`config.mk`:
```
export PLATFORM = sky130hd
export DESIGN_NAME = chromosome_result_serializer_flat
export DESIGN_NICKNAME = d
export VERILOG_FILES = /design/src/rtl/chromosome_result_serializer_if.sv /design/src/rtl/chromosome_result_serializer.sv /design/src/flat_wrapper.sv
export SDC_FILE = /design/constraint.sdc
export NUM_CORES = 1
export LEC_CHECK = 0
export ABC_CLOCK_PERIOD_IN_PS = 11650
export CORE_MARGIN = 5
export CORE_UTILIZATION = 52
export DETAILED_ROUTE_END_ITERATION = 8
export PLACE_DENSITY = 0.88
export SYNTH_ARGS = -nofsm -noshare
export SYNTH_HDL_FRONTEND = slang
export SYNTH_SLANG_ARGS = --single-unit
```
`constraint.sdc`:
```
create_clock -name iClock -period 11.65 [get_ports iClock]
set_clock_uncertainty 0.1 [all_clocks]
set_input_delay 2.33 -clock iClock [delete_from_list [all_inputs] [get_ports iClock]]
set_output_delay 2.33 -clock iClock [all_outputs]
set_load 0.02 [all_outputs]
```
`src/rtl/chromosome_result_serializer_if.sv`:
```
// Byte-stream and done/feedback bundle between the chromosome FSM, the
// result serializer and the UART transmitter.
interface chromosome_result_serializer_if #(
  parameter int NUM_SUMS  = 8,
  parameter int SUM_WIDTH = 32
);
  logic                          iDoneProcessing;
  logic [NUM_SUMS*SUM_WIDTH-1:0] iErrorSums;
  logic                          oDoneProcessingFeedback;
  logic [7:0]                    oTxData;
  logic                          oTxValid;
  logic                          iTxReady;
  logic                          oBusy;
  logic [7:0]                    oFrameCount;

  modport master (
    output iDoneProcessing, iErrorSums, iTxReady,
    input  oDoneProcessingFeedback, oTxData, oTxValid, oBusy, oFrameCount
  );
  modport slave (
    input  iDoneProcessing, iErrorSums, iTxReady,
    output oDoneProcessingFeedback, oTxData, oTxValid, oBusy, oFrameCount
  );
endinterface

```
`src/rtl/chromosome_result_serializer.sv`:
```
// Latches the per-output error sums on done and frames them as a checksummed
// byte stream. RESULT_TOTAL_FITNESS_EN appends a saturated 32-bit total.
module chromosome_result_serializer #(
  parameter int         NUM_SUMS    = 8,
  parameter int         SUM_WIDTH   = 32,
  parameter logic [7:0] HEADER_BYTE = 8'hA5
) (
  input logic iClock,
  input logic iReset,
  chromosome_result_serializer_if.slave bus
);
  localparam int BPS = SUM_WIDTH / 8;
  localparam int PAY = NUM_SUMS * BPS;
  localparam int PW  = (PAY > 1) ? $clog2(PAY) : 1;
`ifdef RESULT_TOTAL_FITNESS_EN
  localparam int TOT_BYTES = 4;
`else
  localparam int TOT_BYTES = 0;
`endif
  localparam int FRAME_LEN = 2 + PAY + TOT_BYTES + 1;
  localparam int IW        = $clog2(FRAME_LEN);
  typedef logic [IW-1:0] idx_t;
  localparam idx_t LAST_IDX = idx_t'(FRAME_LEN - 1);
  localparam idx_t PAY_END  = idx_t'(2 + PAY);

  localparam logic [1:0] IDLE     = 2'd0;
  localparam logic [1:0] SEND     = 2'd1;
  localparam logic [1:0] FEEDBACK = 2'd2;

  logic [1:0]                    state_q, state_d;
  idx_t                          idx_q, idx_d;
  logic [7:0]                    csum_q, csum_d;
  logic [7:0]                    tx_data_q, tx_data_d;
  logic                          tx_valid_q, tx_valid_d;
  logic                          fb_q, fb_d;
  logic [7:0]                    fc_q, fc_d;
  logic [NUM_SUMS*SUM_WIDTH-1:0] sums_q, sums_d;

  // Payload viewed as bytes in transmit order (sum-major, MS byte first).
  logic [PAY-1:0][7:0] pay_b;
  for (genvar k = 0; k < NUM_SUMS; k++) begin : g_sum
    for (genvar j = 0; j < BPS; j++) begin : g_byte
      assign pay_b[k*BPS + j] = sums_q[k*SUM_WIDTH + SUM_WIDTH-1-8*j -: 8];
    end
  end

`ifdef RESULT_TOTAL_FITNESS_EN
  localparam int   AW      = SUM_WIDTH + 4;
  localparam idx_t TOT_END = idx_t'(2 + PAY + 4);
  logic [31:0]     total_q, total_d, total_c;
  logic [AW-1:0]   acc;
  logic [3:0][7:0] tot_b;
  logic [1:0]      tidx;

  always_comb begin
    acc = '0;
    for (int k = 0; k < NUM_SUMS; k++)
      acc = acc + AW'(bus.iErrorSums[k*SUM_WIDTH +: SUM_WIDTH]);
    total_c = (AW > 32 && |(acc >> 32)) ? 32'hFFFF_FFFF : 32'(acc);
  end
  assign tot_b = total_q;
`endif

  idx_t       nidx;
  logic [PW-1:0] pidx;
  logic [7:0] nxt_byte;

  // Byte to present after the current one is accepted; the tail is the checksum.
  always_comb begin
    nidx     = idx_q + idx_t'(1);
    pidx     = PW'(nidx - idx_t'(2));
    nxt_byte = csum_q ^ tx_data_q;
`ifdef RESULT_TOTAL_FITNESS_EN
    tidx     = 2'(nidx - PAY_END);
`endif
    if (nidx == idx_t'(1))  nxt_byte = fc_q;
    else if (nidx < PAY_END) nxt_byte = pay_b[pidx];
`ifdef RESULT_TOTAL_FITNESS_EN
    else if (nidx < TOT_END) nxt_byte = tot_b[2'd3 - tidx];
`endif
  end

  always_comb begin
    state_d    = state_q;
    idx_d      = idx_q;
    csum_d     = csum_q;
    tx_data_d  = tx_data_q;
    tx_valid_d = tx_valid_q;
    fb_d       = fb_q;
    fc_d       = fc_q;
    sums_d     = sums_q;
`ifdef RESULT_TOTAL_FITNESS_EN
    total_d    = total_q;
`endif
    case (state_q)
      IDLE: if (bus.iDoneProcessing) begin
        state_d    = SEND;
        sums_d     = bus.iErrorSums;
`ifdef RESULT_TOTAL_FITNESS_EN
        total_d    = total_c;
`endif
        idx_d      = '0;
        csum_d     = '0;
        tx_valid_d = 1'b1;
        tx_data_d  = HEADER_BYTE;
      end
      SEND: if (tx_valid_q && bus.iTxReady) begin
        csum_d = csum_q ^ tx_data_q;
        if (idx_q == LAST_IDX) begin
          state_d    = FEEDBACK;
          tx_valid_d = 1'b0;
          fc_d       = fc_q + 8'd1;
          fb_d       = 1'b1;
        end else begin
          idx_d     = nidx;
          tx_data_d = nxt_byte;
        end
      end
      FEEDBACK: begin
        // Feedback is held for at least one cycle even if done already dropped.
        fb_d = bus.iDoneProcessing;
        if (!bus.iDoneProcessing) state_d = IDLE;
      end
      default: begin
        state_d = IDLE;
        fb_d    = 1'b0;
      end
    endcase
  end

  always_ff @(posedge iClock or posedge iReset) begin
    if (iReset) begin
      state_q    <= IDLE;
      idx_q      <= '0;
      csum_q     <= '0;
      tx_data_q  <= '0;
      tx_valid_q <= 1'b0;
      fb_q       <= 1'b0;
      fc_q       <= '0;
      sums_q     <= '0;
`ifdef RESULT_TOTAL_FITNESS_EN
      total_q    <= '0;
`endif
    end else begin
      state_q    <= state_d;
      idx_q      <= idx_d;
      csum_q     <= csum_d;
      tx_data_q  <= tx_data_d;
      tx_valid_q <= tx_valid_d;
      fb_q       <= fb_d;
      fc_q       <= fc_d;
      sums_q     <= sums_d;
`ifdef RESULT_TOTAL_FITNESS_EN
      total_q    <= total_d;
`endif
    end
  end

  assign bus.oTxData                 = tx_data_q;
  assign bus.oTxValid                = tx_valid_q;
  assign bus.oDoneProcessingFeedback = fb_q;
  assign bus.oFrameCount             = fc_q;
  assign bus.oBusy                   = (state_q != IDLE);
endmodule

```
`src/flat_wrapper.sv`:
```
// flat-port wrapper written by rule: the top's interface ports become plain ports
module chromosome_result_serializer_flat 
#(
  parameter int         NUM_SUMS    = 8,
  parameter int         SUM_WIDTH   = 32,
  parameter logic [7:0] HEADER_BYTE = 8'hA5
)
  (iClock, iReset, bus_iDoneProcessing, bus_iErrorSums, bus_iTxReady, bus_oDoneProcessingFeedback, bus_oTxData, bus_oTxValid, bus_oBusy, bus_oFrameCount);
  chromosome_result_serializer_if #(.NUM_SUMS(NUM_SUMS), .SUM_WIDTH(SUM_WIDTH)) bus_i ();
  input logic iClock;
  input logic iReset;
  input wire logic [$bits(bus_i.iDoneProcessing)-1:0] bus_iDoneProcessing;
  input wire logic [$bits(bus_i.iErrorSums)-1:0] bus_iErrorSums;
  input wire logic [$bits(bus_i.iTxReady)-1:0] bus_iTxReady;
  output wire logic [$bits(bus_i.oDoneProcessingFeedback)-1:0] bus_oDoneProcessingFeedback;
  output wire logic [$bits(bus_i.oTxData)-1:0] bus_oTxData;
  output wire logic [$bits(bus_i.oTxValid)-1:0] bus_oTxValid;
  output wire logic [$bits(bus_i.oBusy)-1:0] bus_oBusy;
  output wire logic [$bits(bus_i.oFrameCount)-1:0] bus_oFrameCount;
  assign bus_i.iDoneProcessing = bus_iDoneProcessing;
  assign bus_i.iErrorSums = bus_iErrorSums;
  assign bus_i.iTxReady = bus_iTxReady;
  assign bus_oDoneProcessingFeedback = bus_i.oDoneProcessingFeedback;
  assign bus_oTxData = bus_i.oTxData;
  assign bus_oTxValid = bus_i.oTxValid;
  assign bus_oBusy = bus_i.oBusy;
  assign bus_oFrameCount = bus_i.oFrameCount;
  chromosome_result_serializer #(.NUM_SUMS(NUM_SUMS), .SUM_WIDTH(SUM_WIDTH), .HEADER_BYTE(HEADER_BYTE)) u_core (.iClock(iClock), .iReset(iReset), .bus(bus_i));
endmodule
```
After elaboration in Yosys (flattened, before gate mapping)
Cells that the tools add are included.
Storage, ports and cells
  output and inout port bits: 19
  bits in registers: 290
  logic and storage cells: 62
  bits of input ports: 260
Operators by class
  $lt $le $gt $ge: 2
  equality and inequality tests: 9
  bitwise gates (word level): 2
  $add $sub $neg: 3
  mux-type cells: 27
  reductions and logical operators: 11
Operators with widths (number)
  two-way mux 8 bit: 8
  binary-select mux 8 bit (select 5 bit): 1
  one-hot mux 8 bit (2 select lines): 2
  two-way mux 6 bit: 3
  one-hot mux 6 bit (2 select lines): 1
  AND reduction 4 bit: 3
  AND reduction 3 bit: 3
  adder 8 x 1 -> 8 bit, second input constant: 1
  two-way mux 2 bit: 4
  bitwise XOR 8 bit: 1
  adder 6 x 1 -> 6 bit, second input constant: 1
  equality test 6 x 1 -> 1 bit, second input constant: 1
  equality test 6 bit, second input constant: 1
  < comparator 5 x 6 -> 1 bit, second input constant: 1
  < comparator 6 bit, second input constant: 1
  inequality test 2 bit, second input constant: 3
  one-hot mux 2 bit (3 select lines): 1
  two-way mux 1 bit: 5
  subtractor 5 x 2 -> 5 bit, second input constant: 1
  inequality test 2 x 1 -> 1 bit, second input constant: 2
  nonzero test 2 bit: 2
  one-hot mux 1 bit (3 select lines): 1
  equality test 2 x 1 -> 1 bit, second input constant: 1
  equality test 2 bit, second input constant: 1
  other kinds (5): 5

Longest topological paths before layout
Gate-level depths: netlist of the first run.
  word-level depth: 9
  depth in mapped cells: 18
  mapped depth without buffers: 10

Worst setup path after synthesis of the first run
Ideal clock, no wire load.
  kind: register to register
  start point: register u_core.idx_q[0]
  end point: register u_core.tx_data_q[4] (netlist: u_core.bus.oTxData[4])
  clock period less this slack: 3933 ps
  data arrival time: 3706 ps
  path buffers: 7
  required time: 11423 ps
  stages on the path, launching flop included: 17
  library setup time: 127 ps
  path slack: 7717 ps
  cells stage by stage: dfrtp_1 > buf_6 > buf_4 > buf_2 > inv_1 > ha_1 > clkbuf_2 > clkbuf_1 > buf_2 > inv_1 > ha_1 > xnor2_2 > xnor2_2 > buf_6 > mux4_2 > o22ai_1 > o21ai_1
Between the ends
  cells in the longest elaborated chain, start to end: 9
  elaborated cells on any way between the ends: 14
  classes of those cells: 2 x add/sub; 1 x order compare; 3 x eq/ne; 7 x mux; 1 x reduce/logical
Ends and longest elaborated chain
  start, declared: line chromosome_result_serializer.sv:31  | idx_t idx_q, idx_d;
  start signal, assigned: line chromosome_result_serializer.sv:146  | idx_q <= idx_d;
  adder 6 x 1 -> 6 bit: line chromosome_result_serializer.sv:70  | nidx = idx_q + idx_t'(1);
  subtractor 5 x 2 -> 5 bit: line chromosome_result_serializer.sv:71  | pidx = PW'(nidx - idx_t'(2));
  binary-select mux 8 bit (select 5 bit): line chromosome_result_serializer.sv:77  | else if (nidx < PAY_END) nxt_byte = pay_b[pidx];
  two-way mux 8 bit (not written as such): line chromosome_result_serializer.sv:77
  two-way mux 8 bit: line chromosome_result_serializer.sv:77
  two-way mux 8 bit: line chromosome_result_serializer.sv:76  | if (nidx == idx_t'(1)) nxt_byte = fc_q;
  two-way mux 8 bit: line chromosome_result_serializer.sv:109  | if (idx_q == LAST_IDX) begin
  two-way mux 8 bit: line chromosome_result_serializer.sv:107  | SEND: if (tx_valid_q && bus.iTxReady) begin
  one-hot mux 8 bit (2 select lines): line chromosome_result_serializer.sv:95  | case (state_q)
  end signal, assigned: line chromosome_result_serializer.sv:148  | tx_data_q <= tx_data_d;
  end, declared: line chromosome_result_serializer.sv:33  | logic [7:0] tx_data_q, tx_data_d;
Parallel ways exist; a longest one is shown, timed or not. The select of a mux whose other input is x is not followed.
A chain may end at the register's enable or synchronous reset.

Final worst setup path of the first run
  start point: input port bus_iDoneProcessing
  end point: register u_core.sums_q[186]
Between the ends
  cells in the longest elaborated chain, start to end: 1
Ends and longest elaborated chain
  start, declared: line flat_wrapper.sv:12  | input wire logic [$bits(bus_i.iDoneProcessing)-1:0] bus_iDoneProcessing;
  AND reduction 2 bit (no source line)
  end signal, assigned: line chromosome_result_serializer.sv:152  | sums_q <= sums_d;
  end, declared: line chromosome_result_serializer.sv:37  | logic [NUM_SUMS*SUM_WIDTH-1:0] sums_q, sums_d;
No other way between the ends.

==> impl_metrics.toml, run 1 <==
[outcome]
status = "complete, no violations"

[global_routing]
grt_pass1_vias = 9350
grt_usage = 0.228
grt_overflow = 0
grt_pass1_wl_um = 51700
grt_max_degree = 141
grt_antenna_before_repair = 6

[layout]
fill_cells = 1740
post-route-util = 0.690
area_growth_pct = 29.8
drive_gt1_frac = 0.334
final_nets = 1414

[cts]
cts_tree = "built"
cts_hold_buf = 0
clk_latency_ns = 0.56
cts_sinks = 290
cts_made_buffers = 30
clk_pin_slew_worst_paths_ns = 0.06
ctsLongestPathBuffers = 3
postCtsSetupBuffers = 0
cts.root.buffer_cell = "clkbuf_16"
cts-htree-levels = 1
cts_resized = 0

[timing]
post-route-min-period_ns = 5.00
finalSetupViolations = 0
grt_setup_unrepaired = "false"
slew_violations = 0
setup-tns-final_ns = 0
timing.fmax_mhz = 200
slew_headroom = 0.251
tightest_slew_ns = 1.12
hold_violations = 0
worst_slack_ns = 6.65
period_share = 0.429
hold_slack_ns = 0.398

[logic_synthesis]
synth_common_cells = "290 x dfrtp_1, 258 x mux2_2, 67 x mux4_2"
synth_top_area_cell = "dfrtp_1"
synthArstFlopShare = 1.00
ys_seq_elements = 290
synthesis.area_sq_um = 13500
synth_warnings = 0
postSynthCellCount = 884
synth_top_area_frac = 0.539
ys_top_cells_by_area = "dfrtp_1 54%, mux2_2 22%, mux4_2 11%"
syn-num-nets = 1152
yosysMostFrequentCell = "dfrtp_1"
ys_types = 48
synth_flop_cell = "dfrtp_1"
synth_edf_count = 0
yosysSeqAreaShare = 0.539
syn_area_per_cell_sq_um = 15.2

[job]
cap_violations = 0

[critical_path]
endpoint_kind = "register"
arrival_ns = 5.34
crit_required_ns = 11.99
r2r_cells = 11
crit-reg2reg-capture = "u_core.bus.oTxData[2]$_DFFE_PP0P_"
rrSetupSlack_ns = 7.13
start_kind = "primary input"
cp_max_fo = 86
critPathKind = "primary input to register"
r2r_start = "u_core.idx_q[0]$_DFFE_PP0P_"

[die]
fp-row-count = 58
fp.dieH_um = 171
die_w_um = 171
die_area_sq_um = 29200
ioPinCount = 279
start_util = 0.531
coreArea_sq_um = 25300

[worst_hold_path]
hold-path-cell-count = 1
min_to = "u_core.sums_q[208]$_DFFE_PP0P_"
min-delay-start = "u_core.sums_q[208]$_DFFE_PP0P_"
hp-class = "register to register"

[route]
first_iter_violations = 483
drt_wl_total_um = 33400
vias = 8549
first_pass_iters = 4
drcViolationCount = 0
antenna_left = 0
avgViaCountPerCell = 5.70
drt-wirelength-per-cell_um = 22.2

[place]
io_buffers = 278
dpl.hpwl_um = 23700
routabilityCongestion = 0.807
dp_slack_ns = 6.16

[power]
internal-power_mw = 3.28
peakVddDrop_mv = 0.208
swShare = 0.336
combPwrFrac = 0.446
p_leak_nw = 7.09
powerDensity_nw_per_um2 = 282
power_switching_mw = 1.66
p_seq_frac = 0.363
clkPwrFrac = 0.191
-- stage by stage --
step / instances / instance area, sq um / power, mW
3_3_place_gp: 1444 / 16500 / 3.91
2_1_floorplan: 884 / 13500 / 3.35
4_1_cts: 1497 / 17500 / 4.97
5_1_grt: 1501 / 17500 / 5.21
6_report: 1501 / 17500 / 4.94
3_5_place_dp: 1444 / 16500 / 4.00
-- power by group through the flow --
stage | sequential (mW) | clock [mW] | combinational, mW
floorplan | 1.68 | 0 | 1.68
global placement | 1.77 | 0 | 2.14
detailed placement | 1.80 | 0 | 2.20
CTS | 1.79 | 0.965 | 2.21
global route | 1.86 | 1.01 | 2.35
finish | 1.79 | 0.945 | 2.20
-- final cells by class --
type / count / area (sq um) / area share
Timing Repair Buffer: 286 / 2840 / 0.163
Antenna cell: 4 / 10.0 / 0.000573
Clock inverter: 12 / 130 / 0.00745
Multi-Input combinational cell: 530 / 5930 / 0.339
Sequential cell: 290 / 7260 / 0.416
Tap cell: 330 / 413 / 0.0236
Inverter: 8 / 37.5 / 0.00215
Clock buffer: 41 / 852 / 0.0488
-- logic make-up (layout without fill, tap and decap cells) --
family | count (synthesis) | count (layout) | synth area share
XOR/XNOR | 16 | 16 | 0.0115
buffers and inverters | 64 | 347 | 0.0228
AO/OA/AOI/OAI | 85 | 85 | 0.0386
adder cells (fa/ha/maj) | 8 | 8 | 0.00744
multiplexers | 354 | 354 | 0.356
AND/OR/NAND/NOR | 67 | 67 | 0.0250
other | 0 | 4 | 0
flip-flops | 290 | 290 | 0.539
-- worst max-delay path, stage by stage --
cell	delay (ns)
clkdlybuf4s50_1	0.54
nand2_4	0.22
buf_4	0.82
buf_4	0.85
mux2_2	0.42
-- routing by layer --
metal	global-route usage	part of all wire	routed length, um
met5	0	0.00039	13
met1	0.299	0.39	13200
met4	0.0837	0.038	1260
met2	0.379	0.51	17000
met3	0.0462	0.059	1960
-- state kept, by name, summed over array words and instances (netlist names) --
signal	cells
u_core.bus.oDoneProcessingFeedback	1
u_core.bus.oFrameCount	8
u_core.bus.oTxData	8
u_core.bus.oTxValid	1
u_core.csum_q	8
u_core.idx_q	6
u_core.state_q	2
u_core.sums_q	256
-- worst max path at each step --
stage,startpoint,end,slack (ns),depth (start not counted)
after floorplan,iReset,u_core.bus.oDoneProcessingFeedback$_DFFE_PP0P_,1.21,1
after global placement,bus_iDoneProcessing,u_core.sums_q[165]$_DFFE_PP0P_,6.20,5
after detailed placement,bus_iDoneProcessing,u_core.sums_q[189]$_DFFE_PP0P_,6.16,5
after CTS,bus_iDoneProcessing,u_core.sums_q[124]$_DFFE_PP0P_,6.72,5
after global routing,bus_iDoneProcessing,u_core.sums_q[237]$_DFFE_PP0P_,6.54,5
final,bus_iDoneProcessing,u_core.sums_q[186]$_DFFE_PP0P_,6.65,5
-- placed cells by master, fill, tap and decap left out, types with 8 or more instances in the layout --
master	n
clkdlybuf4s50_1	278
mux4_2	67
dfrtp_1	289
o22ai_1	9
o21ai_0	35
o21ai_1	8
xor2_1	9
nand2_1	21
mux2i_1	24
buf_4	8
mux2_2	258
clkbuf_16	30
nor2_1	15
No activity file was read; power rests on OpenSTA's default activity.
==> run 2: changes to the inputs <==
--- a/config.mk
+++ b/config.mk
@@ -5,11 +5,11 @@
 export SDC_FILE = /design/constraint.sdc
 export NUM_CORES = 1
 export LEC_CHECK = 0
-export ABC_CLOCK_PERIOD_IN_PS = 11650
+export ABC_CLOCK_PERIOD_IN_PS = 4450
 export CORE_MARGIN = 5
-export CORE_UTILIZATION = 52
+export CORE_UTILIZATION = 47
 export DETAILED_ROUTE_END_ITERATION = 8
-export PLACE_DENSITY = 0.88
+export PLACE_DENSITY = 0.84
 export SYNTH_ARGS = -nofsm -noshare
 export SYNTH_HDL_FRONTEND = slang
 export SYNTH_SLANG_ARGS = --single-unit
==> constraint.sdc (replaced) <==
create_clock -name iClock -period 4.45 [get_ports iClock]
set_clock_uncertainty 0.1 [all_clocks]
set_input_delay 0.89 -clock iClock [delete_from_list [all_inputs] [get_ports iClock]]
set_output_delay 0.89 -clock iClock [all_outputs]
set_load 0.02 [all_outputs]
==> impl_metrics.toml, run 2 (synthesized netlist as in run 1, its figures left out) <==
[worst_hold_path]
hold-path-cell-count = 1
hp-class = "register to register"

[layout]
area_growth_pct = 31.5
final_common_cell = "dfrtp_1"
largest-register = "u_core.sums_q"
post-route-util = 0.622
design_area_sq_um = 17700
mostFrequentLayoutCells = "289 x dfrtp_1, 278 x clkdlybuf4s50_1, 258 x mux2_2"
largest_register_ff_count = 256
final_nets = 1425
drive_gt1_frac = 0.336

[timing]
tightest_slew_ns = 1.07
timing.fmax_mhz = 289
grt_setup_unrepaired = "false"
slew_headroom = 0.284
period_share = 0.779
slew_violations = 0
post-route-min-period_ns = 3.46
hold_violations = 0
worst_slack_ns = 0.985
finalSetupViolations = 0

[critical_path]
arrival_ns = 3.79
crit_required_ns = 4.78
r2r_cells = 10
endpoint_kind = "register"
critPathKind = "register to register"
cp_max_fo = 18
start_kind = "register"

[job]
cap_violations = 0

[power]
peakVddDrop_mv = 0.474
combPwrFrac = 0.450
swShare = 0.333
internal-power_mw = 8.60
p_seq_frac = 0.360
power_switching_mw = 4.29
clkPwrFrac = 0.190
p_leak_nw = 7.16
powerDensity_nw_per_um2 = 728

[cts]
cts_hold_buf = 0
cts_made_buffers = 31
cts_tree = "built"
postCtsSetupBuffers = 0
ctsLongestPathBuffers = 3
cts_resized = 0
clk_pin_slew_worst_paths_ns = 0.06
clk_latency_ns = 0.56
cts-htree-levels = 1
cts.root.buffer_cell = "clkbuf_16"
cts_sinks = 290

[place]
routabilityCongestion = 0.903
placed_area_sq_um = 16700
io_buffers = 278
dpl.hpwl_um = 25700
dp_slack_ns = 0.970

[global_routing]
grt_pass1_vias = 9398
grt_max_degree = 75
grt_pass1_wl_um = 54000
grt_overflow = 0
grt_antenna_before_repair = 14
grt_usage = 0.218

[outcome]
status = "complete, no violations"

[route]
vias = 8666
first_iter_violations = 565
first_pass_iters = 5
drt-wirelength-per-cell_um = 22.2
avgViaCountPerCell = 5.50
drt_wl_total_um = 35000
antenna_left = 0
drcViolationCount = 0

[die]
fp.dieH_um = 179
die_w_um = 179
die_area_sq_um = 32100
coreArea_sq_um = 28500
start_util = 0.473
ioPinCount = 279
fp-row-count = 62
## run 2: cell types whose count changed in the layout (fill, tap and decap cells not counted), sizes merged
cell    delta
buf       +10
clkbuf     +6
bufinv     -1
inv        -1
diode      +8
clkinv     -1
## run 2: area by class of cell
cell class | instances | area, sq um
fill | 2130 | 10800
sequential | 290 | 7260
multi-input combinational | 530 | 5930
timing repair buffer | 296 | 3010
clock buffer | 47 | 886
tap | 384 | 480
clock inverter | 9 | 73.8
inverter | 8 | 33.8
antenna | 12 | 30.0
## run 2: worst max-delay path, cell delays in order, from the launching register on
cell and delay [ns]:
dfrtp_1 0.50, ha_1 0.43, xnor2_1 0.13, ha_1 0.23, xnor2_2 0.18, xnor2_4 0.77
buf_4 0.33, mux2i_1 0.22, mux2i_1 0.09, o22ai_1 0.24, o21ai_1 0.11
## run 2: per-stage QoR
stage / std cells / total power, mW / TNS, ns / hold WS [ns]
after floorplan: 884 / 8.77 / -112.28 / 0.367
after global placement: 1508 / 10.3 / 0 / 0.382
after global routing: 1576 / 13.6 / 0 / 0.405
after detailed placement: 1508 / 10.5 / 0 / 0.387
final: 1576 / 12.9 / 0 / 0.398
after CTS: 1564 / 13.0 / 0 / 0.401
## run 2: metal layers
layer	vias up	share of wire	global-route usage
met5	-	0.00060	0
li1	3875	-	-
met3	77	0.065	0.0529
met2	275	0.50	0.355
met1	4435	0.39	0.282
met4	4	0.038	0.0898
## run 2: worst paths after layout
kind | from | to | slack, ns
worst max-delay path | u_core.idx_q[1]$_DFFE_PP0P_ | u_core.bus.oTxData[0]$_DFFE_PP0P_ | 0.99
worst min-delay path | u_core.sums_q[146]$_DFFE_PP0P_ | u_core.sums_q[146]$_DFFE_PP0P_ | 0.40
worst min register to register | u_core.sums_q[146]$_DFFE_PP0P_ | u_core.sums_q[146]$_DFFE_PP0P_ | 0.40
min in group asynchronous | iReset | u_core.bus.oTxValid$_DFFE_PP0P_ | 0.76
max in group asynchronous | iReset | u_core.sums_q[66]$_DFFE_PP0P_ | 2.64
worst max register to register | u_core.idx_q[1]$_DFFE_PP0P_ | u_core.bus.oTxData[0]$_DFFE_PP0P_ | 0.99
## run 2: power by group through the flow
stage	Clock, mW	Sequential [mW]	Combinational (mW)
global placement	0	4.60	5.71
CTS	2.49	4.61	5.88
global route	2.60	4.76	6.25
floorplan	0	4.39	4.39
detailed placement	0	4.65	5.85
finish	2.45	4.63	5.80
==> run 3: changes to the inputs <==
--- a/config.mk
+++ b/config.mk
@@ -5,7 +5,7 @@
 export SDC_FILE = /design/constraint.sdc
 export NUM_CORES = 1
 export LEC_CHECK = 0
-export ABC_CLOCK_PERIOD_IN_PS = 4450
+export ABC_CLOCK_PERIOD_IN_PS = 2800
 export CORE_MARGIN = 5
 export CORE_UTILIZATION = 47
 export DETAILED_ROUTE_END_ITERATION = 8
==> constraint.sdc (replaced) <==
create_clock -name iClock -period 2.8 [get_ports iClock]
set_clock_uncertainty 0.1 [all_clocks]
set_input_delay 0.56 -clock iClock [delete_from_list [all_inputs] [get_ports iClock]]
set_output_delay 0.56 -clock iClock [all_outputs]
set_load 0.02 [all_outputs]
==> impl_metrics.toml, run 3 (synthesized netlist as in run 1, its figures left out) <==
[cts]
cts_tree = "built"
ctsLongestPathBuffers = 3
clk_pin_slew_worst_paths_ns = 0.06
cts-htree-levels = 1
cts_made_buffers = 31
clk_latency_ns = 0.56
cts_sinks = 290
cts.root.buffer_cell = "clkbuf_16"

[critical_path]
crit_required_ns = 3.13
arrival_ns = 3.07
critPathBufInv = 5
r2r_start = "u_core.idx_q[0]$_DFFE_PP0P_"
r2r_cells = 12
crit-reg2reg-capture = "u_core.bus.oTxData[3]$_DFFE_PP0P_"
endpoint_kind = "register"
critPathKind = "register to register"
rrSetupSlack_ns = 0.05
crit_path_top_delay_cell = "mux4_2"
start_kind = "register"
cp_max_fo = 10
max_stage_delay_ns = 0.53
cpLargestDelayFamily = "multiplexers"
crit_chain = "buf_4 > inv_6 > ha_4 > inv_4 > ha_4 > xnor2_4 > xnor2_4 > buf_12 > buf_12 > mux4_2 > o22ai_1 > o21ai_1"

[timing]
tightest_slew_ns = 0.596
finalSetupViolations = 0
post-route-min-period_ns = 2.75
period_share = 0.981
slew_headroom = 0.600
slew_violations = 0
hold_violations = 0
timing.fmax_mhz = 364
setup-tns-final_ns = 0
grt_setup_unrepaired = "false"
hold_slack_ns = 0.371

[route]
vias = 8862
first_iter_violations = 607
antenna_left = 0
drt_wl_total_um = 36400
drt-wirelength-per-cell_um = 23.0
drcViolationCount = 0
avgViaCountPerCell = 5.60
first_pass_iters = 5

[die]
die_w_um = 179
die_area_sq_um = 32100
coreArea_sq_um = 28500
fp-row-count = 62
fp.dieH_um = 179
ioPinCount = 279
start_util = 0.473

[global_routing]
grt_pass1_vias = 9509
grt_antenna_before_repair = 7
grt_usage = 0.225
grt_pass1_wl_um = 54800
grt_overflow = 0
grt_max_degree = 86

[place]
dpl.hpwl_um = 26600
routabilityCongestion = 0.916
io_buffers = 278

[layout]
largest_register_ff_count = 256
final_common_cell = "dfrtp_1"
post-route-util = 0.635
area_growth_pct = 34.3
mostFrequentLayoutCells = "289 x dfrtp_1, 277 x clkdlybuf4s50_1, 258 x mux2_2"
largest-register = "u_core.sums_q"
final_nets = 1438
drive_gt1_frac = 0.355

[power]
fin_total_pwr_mw = 21.7
p_leak_nw = 7.33
peakVddDrop_mv = 0.908
powerDensity_nw_per_um2 = 1200

[worst_hold_path]
hp-class = "primary input to async pin"

[outcome]
status = "complete, no violations"

[job]
cap_violations = 0
==> run 3: cell count changes in the layout (fill, tap and decap cells not counted), sizes merged <==
cell	delta
clkinvlp	+3
clkbuf	-2
clkdlybuf4s50	-1
diode	-8
clkinv	-2
dlymetal6s2s	+1
bufinv	+4
buf	+12
==> run 3: repair_timing <==
item | in CTS | in global routing
setup buffers | 1 | 2
hold buffers | 0 | 0
endpoints found under the setup margin | 2 | 9
resized for setup | 0 | 5
pin swaps | 1 | 0
gates cloned | 0 | 1
==> run 3: routing by layer <==
metal  part of all wire  GRT usage  wire [um]
met3              0.070     0.0508       2540
met5            0.00088          0         32
met1               0.39      0.293      14000
met2               0.50      0.372      18300
met4              0.040     0.0819       1460
==> run 3: worst max path at each step <==
| stage | end | slack [ns] | depth (start not counted) | start |
|---|---|---|---|---|
| final | u_core.bus.oTxData[3]$_DFFE_PP0P_ | 0.05 | 12 | u_core.idx_q[0]$_DFFE_PP0P_ |
| after global placement | u_core.bus.oTxData[4]$_DFFE_PP0P_ | 0.08 | 10 | u_core.idx_q[0]$_DFFE_PP0P_ |
| after floorplan | u_core.bus.oDoneProcessingFeedback$_DFFE_PP0P_ | -1.71 | 1 | iReset |
| after global routing | u_core.bus.oTxData[3]$_DFFE_PP0P_ | 0.002 | 12 | u_core.idx_q[0]$_DFFE_PP0P_ |
| after CTS | u_core.bus.oTxData[3]$_DFFE_PP0P_ | 0.01 | 8 | u_core.idx_q[0]$_DFFE_PP0P_ |
| after detailed placement | u_core.bus.oTxData[7]$_DFFE_PP0P_ | -0.0006 | 11 | u_core.idx_q[0]$_DFFE_PP0P_ |
==> run 3: final cells by class <==
type	count	area [sq um]
fillers	2019	10400
flip-flops and latches	290	7260
multi-input cells	530	5950
repair buffers	309	3210
clock buffers	44	905
well taps	384	480
clock inverters	14	210
inverters	8	41.3
diodes	4	10.0
==> run 3: worst min-delay path: cells and delay by family <==
kind / cells / cell delay, ns
buffers and inverters: 3 / 0.84
==> run 3: per-stage QoR <==
| stage | area [sq um] | setup slack [ns] | cells |
|---|---|---|---|
| 3_5_place_dp | 16900 | -0.000550 | 1517 |
| 3_3_place_gp | 16900 | 0.0779 | 1517 |
| 5_1_grt | 18100 | 0.00215 | 1583 |
| 6_report | 18100 | 0.0537 | 1583 |
| 4_1_cts | 18000 | 0.0140 | 1576 |
| 2_1_floorplan | 13600 | -1.71 | 884 |
==> run 3: where the power goes <==
part,switching [mW],internal [mW]
Sequential,1.10,6.21
Clock,1.70,2.70
Combinational,4.39,5.58
Total,7.19,14.5
